`config.mk`:
```
export PLATFORM = sky130hd
export DESIGN_NAME = link_tx_ctrl
export DESIGN_NICKNAME = d
export VERILOG_FILES = /design/src/rtl/link_tx_ctrl.sv
export SDC_FILE = /design/constraint.sdc
export NUM_CORES = 1
export LEC_CHECK = 0
export ABC_AREA = 1
export BUFFER_PORTS_ARGS = -buffer_cell sky130_fd_sc_hd__buf_2
export CAP_MARGIN = 20
export CORE_MARGIN = 3
export CORE_UTILIZATION = 44
export DETAILED_ROUTE_END_ITERATION = 7
export MAX_ROUTING_LAYER = met4
export PLACE_DENSITY = 0.74
export SETUP_SLACK_MARGIN = 0.2
export SLEW_MARGIN = 20
export SYNTH_ARGS = -nofsm -noshare
export SYNTH_HDL_FRONTEND = slang
export SYNTH_SLANG_ARGS = --single-unit
```
`constraint.sdc`:
```
create_clock -name clk_4f -period 1.24 [get_ports clk_4f]
set_clock_uncertainty 0.1 [all_clocks]
set_input_delay 0.248 -clock clk_4f [delete_from_list [all_inputs] [get_ports clk_4f]]
set_output_delay 0.248 -clock clk_4f [all_outputs]
set_load 0.1 [all_outputs]
```
`src/rtl/link_tx_ctrl.sv`:
```
// link_tx_ctrl: transmit-side link controller for one lane, byte clock clk_4f.
// Trains the link with COM bytes until the receiver reports active, then
// round-robin arbitrates two byte requesters onto data_tx, filling empty
// slots with IDLE. Optional periodic COM insertion during DATA is enabled
// by defining LINK_TX_PERIODIC_COM_EN.
module link_tx_ctrl #(
    parameter logic [7:0] COM_SYM      = 8'hBC,
    parameter logic [7:0] IDLE_SYM     = 8'h7C,
    parameter int         TRAIN_MIN    = 4,
    parameter int         TIMEOUT      = 64,
    parameter int         COM_INTERVAL = 32
) (
    input  logic       clk_4f,
    input  logic       reset,
    input  logic       active_in,
    input  logic       req0,
    input  logic [7:0] data0,
    input  logic       req1,
    input  logic [7:0] data1,
    output logic       grant0,
    output logic       grant1,
    output logic [7:0] data_tx,
    output logic       valid_tx,
    output logic       link_up,
    output logic [1:0] tx_state
);

    localparam int CW = (TRAIN_MIN > 1) ? $clog2(TRAIN_MIN) : 1;
    localparam int WW = (TIMEOUT   > 1) ? $clog2(TIMEOUT)   : 1;

    typedef enum logic [1:0] {
        S_TRAIN = 2'd0,
        S_WAIT  = 2'd1,
        S_DATA  = 2'd2
    } state_t;

    // one transmitted byte slot
    typedef struct packed {
        logic       valid;
        logic [7:0] data;
    } tx_beat_t;

    state_t   state, state_nx;
    tx_beat_t tx_q, tx_nx;
    logic     link_q, link_nx;
    logic     rr_ptr, rr_nx;
    logic [CW-1:0] com_cnt, com_nx;
    logic [WW-1:0] wait_cnt, wait_nx;
    logic     com_slot;
    logic     gnt_ok;

`ifdef LINK_TX_PERIODIC_COM_EN
    localparam int SW = (COM_INTERVAL > 1) ? $clog2(COM_INTERVAL) : 1;
    logic [SW-1:0] skp_cnt, skp_nx;

    // a DATA cycle reserved for a COM byte; requesters are held off
    assign com_slot = (state == S_DATA) && (skp_cnt == SW'(COM_INTERVAL - 1));

    // COM spacing counter: runs in DATA, restarts on DATA entry and after each COM
    always_comb begin
        skp_nx = skp_cnt;
        if (state == S_WAIT && active_in)
            skp_nx = '0;
        else if (state == S_DATA)
            skp_nx = com_slot ? '0 : skp_cnt + SW'(1);
    end

    // skp_cnt register
    always_ff @(posedge clk_4f or negedge reset) begin
        if (!reset) skp_cnt <= '0;
        else        skp_cnt <= skp_nx;
    end
`else
    assign com_slot = 1'b0;
`endif

    // grants only while the link is live; the reset term keeps grants low
    // even before the asynchronous state clear is visible downstream
    assign gnt_ok = reset && (state == S_DATA) && active_in && !com_slot;

    // round-robin: a lone requester wins, on contention the one not served last
    always_comb begin
        grant0 = 1'b0;
        grant1 = 1'b0;
        if (gnt_ok) begin
            if (req0 && req1) begin
                grant0 = rr_ptr;
                grant1 = !rr_ptr;
            end else begin
                grant0 = req0;
                grant1 = req1;
            end
        end
    end

    // next-state and next-output logic
    always_comb begin
        state_nx = state;
        tx_nx    = '{valid: 1'b0, data: COM_SYM};
        link_nx  = link_q;
        rr_nx    = rr_ptr;
        com_nx   = com_cnt;
        wait_nx  = wait_cnt;
        case (state)
            S_TRAIN: begin
                if (com_cnt == CW'(TRAIN_MIN - 1)) begin
                    state_nx = S_WAIT;
                    com_nx   = '0;
                end else begin
                    com_nx   = com_cnt + CW'(1);
                end
            end
            S_WAIT: begin
                if (active_in) begin
                    state_nx = S_DATA;
                    link_nx  = 1'b1;
                    wait_nx  = '0;
                end else if (wait_cnt == WW'(TIMEOUT - 1)) begin
                    state_nx = S_TRAIN;
                    wait_nx  = '0;
                end else begin
                    wait_nx  = wait_cnt + WW'(1);
                end
            end
            S_DATA: begin
                if (!active_in) begin
                    // link lost: retrain, keep rr_ptr
                    state_nx = S_TRAIN;
                    link_nx  = 1'b0;
                    com_nx   = '0;
                end else if (com_slot) begin
                    tx_nx = '{valid: 1'b0, data: COM_SYM};
                end else if (grant0) begin
                    tx_nx = '{valid: 1'b1, data: data0};
                    rr_nx = 1'b0;
                end else if (grant1) begin
                    tx_nx = '{valid: 1'b1, data: data1};
                    rr_nx = 1'b1;
                end else begin
                    tx_nx = '{valid: 1'b0, data: IDLE_SYM};
                end
            end
            default: begin
                state_nx = S_TRAIN;
                link_nx  = 1'b0;
                com_nx   = '0;
                wait_nx  = '0;
            end
        endcase
    end

    // state, counters and registered outputs
    always_ff @(posedge clk_4f or negedge reset) begin
        if (!reset) begin
            state    <= S_TRAIN;
            tx_q     <= '{valid: 1'b0, data: 8'h00};
            link_q   <= 1'b0;
            rr_ptr   <= 1'b1;
            com_cnt  <= '0;
            wait_cnt <= '0;
        end else begin
            state    <= state_nx;
            tx_q     <= tx_nx;
            link_q   <= link_nx;
            rr_ptr   <= rr_nx;
            com_cnt  <= com_nx;
            wait_cnt <= wait_nx;
        end
    end

    assign data_tx  = tx_q.data;
    assign valid_tx = tx_q.valid;
    assign link_up  = link_q;
    assign tx_state = state;

endmodule
```
==> results.sh <==
export IMPL_outcome="finished, violations left"
export IMPL_violations="negative setup slack"
export IMPL_finalWeightedCongestion=0.732
export IMPL_nNetsFinal=215
export IMPL_synth_xor_area_share_pct=0.855
export IMPL_netlist_instances=127
export IMPL_gr_total_overflow=0
export IMPL_final_layout_size_suffix_gt1_share_pct=47.1
export IMPL_synth_compound_area_share_pct=6.11
export IMPL_wl_per_cell_um=14.1
export IMPL_slowest_delay_ns=0.53
export IMPL_drc=0
export IMPL_cts_buffer_depth=2
export IMPL_slew_headroom_pct=74.6
export IMPL_synth_mux_area_share_pct=0
export IMPL_synth_fp_nets=150
export IMPL_reg2reg_slack_ns=-0.34
export IMPL_cts_buffers=3
export IMPL_powerDensity_nw_per_um2=1990
export IMPL_drt_wl_total_mm=3.07
export IMPL_path_cells="inv_4 > nand3_4 > nor2_4 > nand2_4 > inv_8 > buf_12"
export IMPL_placedInstanceArea_um2=1580
export IMPL_placed_cells=203
export IMPL_syn_area_um2=1020
export IMPL_initial_utilization_pct=49.2
export IMPL_ant_nets=0
export IMPL_htreeDepth=1
export IMPL_synth_top_family_by_area="simple AND/OR/NAND/NOR gates"
export IMPL_fin_area_um2=1770
export IMPL_clk_latency_ns=0.30
export IMPL_setup_slack_ns=-0.540
export IMPL_final_core_util_pct=84.8
export IMPL_crit_type="reg2out"
export IMPL_worstRegToRegCells=9
export IMPL_cp_slowest_cell="dfrtp_4"
export IMPL_crit_arrival_ns=1.43
export IMPL_rsz0062_at_grt="true"
export IMPL_min_delay_start="data1[0]"
export IMPL_worst_path_max_fanout=4
export IMPL_setup_viol=30
export IMPL_dr_pass1_iters=5
export IMPL_ys_seq_elements=21
export IMPL_cap_violations=0
export IMPL_area_growth_pct=72.3
export IMPL_rr_endpoint="data_tx[6]"
export IMPL_period_share_pct=144
export IMPL_ys_seq_area_share_pct=51.4
export IMPL_io_pins=35
export IMPL_track_usage_pct=22.4
export IMPL_grt_pass1_vias=1073
export IMPL_dieArea_um2=2940
export IMPL_tightest_slew_ns=0.377
export IMPL_max_freq_mhz=562
export IMPL_crit_end="grant1"
export IMPL_layout_common_cells="46 x nand2_1, 20 x buf_2, 18 x buf_4"
export IMPL_irDropWorstVdd_mv=1.89
export IMPL_dr_total_vias=1107
export IMPL_synthAdderAreaFrac_pct=2.44
export IMPL_root_buffer="clkbuf_4"
export IMPL_crit_path_end_kind="output port"
export IMPL_instances_no_fill=218
export IMPL_avgSynthCellArea_um2=8.07
export IMPL_yosys_warnings=0
export IMPL_yosysUniqueCellTypes=20
export IMPL_die_w_um=54.3
export IMPL_worstPathRequired_ns=0.89
export IMPL_leakagePower_uw=0.000895
export IMPL_coreArea_um2=2080
export IMPL_clock_sinks=21
export IMPL_cts_tree="built"
export IMPL_grt_pass1_wl_mm=4.50
export IMPL_antenna_found_initial=0
export IMPL_die_h_um=54.3
export IMPL_r2r_start="tx_state[0]"
export IMPL_preCtsSetupSlack_ns=-0.270
export IMPL_path_clk_slew_ns=0.13
export IMPL_hold_viol_final=0
export IMPL_hp_class="in2reg"
export IMPL_grt_max_degree=21
export IMPL_avgViaCountPerCell=5.08
export IMPL_drtIter0Drc=14
export IMPL_yosys_area_share_simple_pct=33.7
export IMPL_min_period_ns=1.78
export IMPL_start_kind="flip-flop"
export IMPL_buffer_ports_inserted=34
export IMPL_holdWs_ns=0.0359
export IMPL_startpoint="tx_state[0]"
export IMPL_rows=16
export IMPL_antenna_cells=0
export IMPL_layout_commonest_cell="nand2_1"
export IMPL_drv_slew=0
export IMPL_dpl_hpwl_mm=2.04
[per-stage QoR]
stage / TNS [ns] / total power, uW
final: -5.90 / 3510
after global placement: -1.99 / 2780
after CTS: -4.85 / 3350
after global routing: -8.26 / 3670
after detailed placement: -2.79 / 2880
after floorplan: -8.29 / 2080
[final cells by class]
type,count,area (um^2)
clock buffer,4,26.3
fill,105,317
inverter,15,66.3
multi-input combinational,91,493
sequential,21,542
tap,27,33.8
timing repair buffer,60,604
[timing repair]
item                                    in CTS  in global routing
hold endpoints to repair                    21                  0
pin swaps                                    2                  5
hold buffers                                 1                  0
endpoints found under the setup margin      34                 35
setup buffers                                5                  5
gates resized for setup                     13                 12
[where the power goes]
group          leakage, uW  internal, uW  switching [uW]  total (uW)
registers         0.000242           901             198        1100
logic             0.000638           834            1230        2070
clock network    0.0000150           125             215         340
[worst min path at each step]
stage,endpoint,slack [ns],depth (start not counted)
2_1_floorplan,com_cnt[0],-0.15,0
3_3_place_gp,wait_cnt[5],0.20,2
3_5_place_dp,wait_cnt[5],0.20,2
4_1_cts,data_tx[0],0.03,3
5_1_grt,data_tx[0],0.03,3
6_report,data_tx[0],0.04,3
[kinds of logic after synthesis]
kind of cell             Yosys count
AO/OA/AOI/OAI                     11
XOR/XNOR                           1
adder cells (fa/ha/maj)            2
buffers and inverters             15
flip-flops                        21
AND/OR/NAND/NOR                   77
[state kept, by name, indices dropped and copies added, names as in the netlist]
register,cells
tx_state,2
com_cnt,2
rr_ptr,1
wait_cnt,6
data_tx,8
valid_tx,1
link_up,1
[per-layer routing]
layer	part of all wire, %	track usage, %	vias up
met4	3.4	9.13	0
met1	38	24.8	529
met2	54	36.9	36
li1	-	-	530
met5	0	-	-
met3	4.4	7.63	12
[worst max-delay path, delay by kind of cell, from the launching register on]
kind	cells	cell delay (ns)
simple gates	3	0.29
flops	1	0.53
buf+inv	3	0.31
[Yosys cell counts]
cell type	number	area share, %
nand2_1	51	19
dfrtp_1	20	49
inv_1	12	4.4
nand3_1	10	4.9
o21ai_0	7	3.4
nand3b_1	4	2.9
nor2_1	4	1.5
inv_2	3	1.1
ha_1	2	2.4
nand2_2	2	1.2
nand4_1	2	1.2
nor2_4	2	2.2
a21boi_0	1	0.73
a21oi_1	1	0.49
dfstp_2	1	2.6
nor2_2	1	0.61
nor3_1	1	0.49
o21bai_1	1	0.73
o31ai_1	1	0.73
xor2_1	1	0.85
Power figures use the tool's default switching activity.
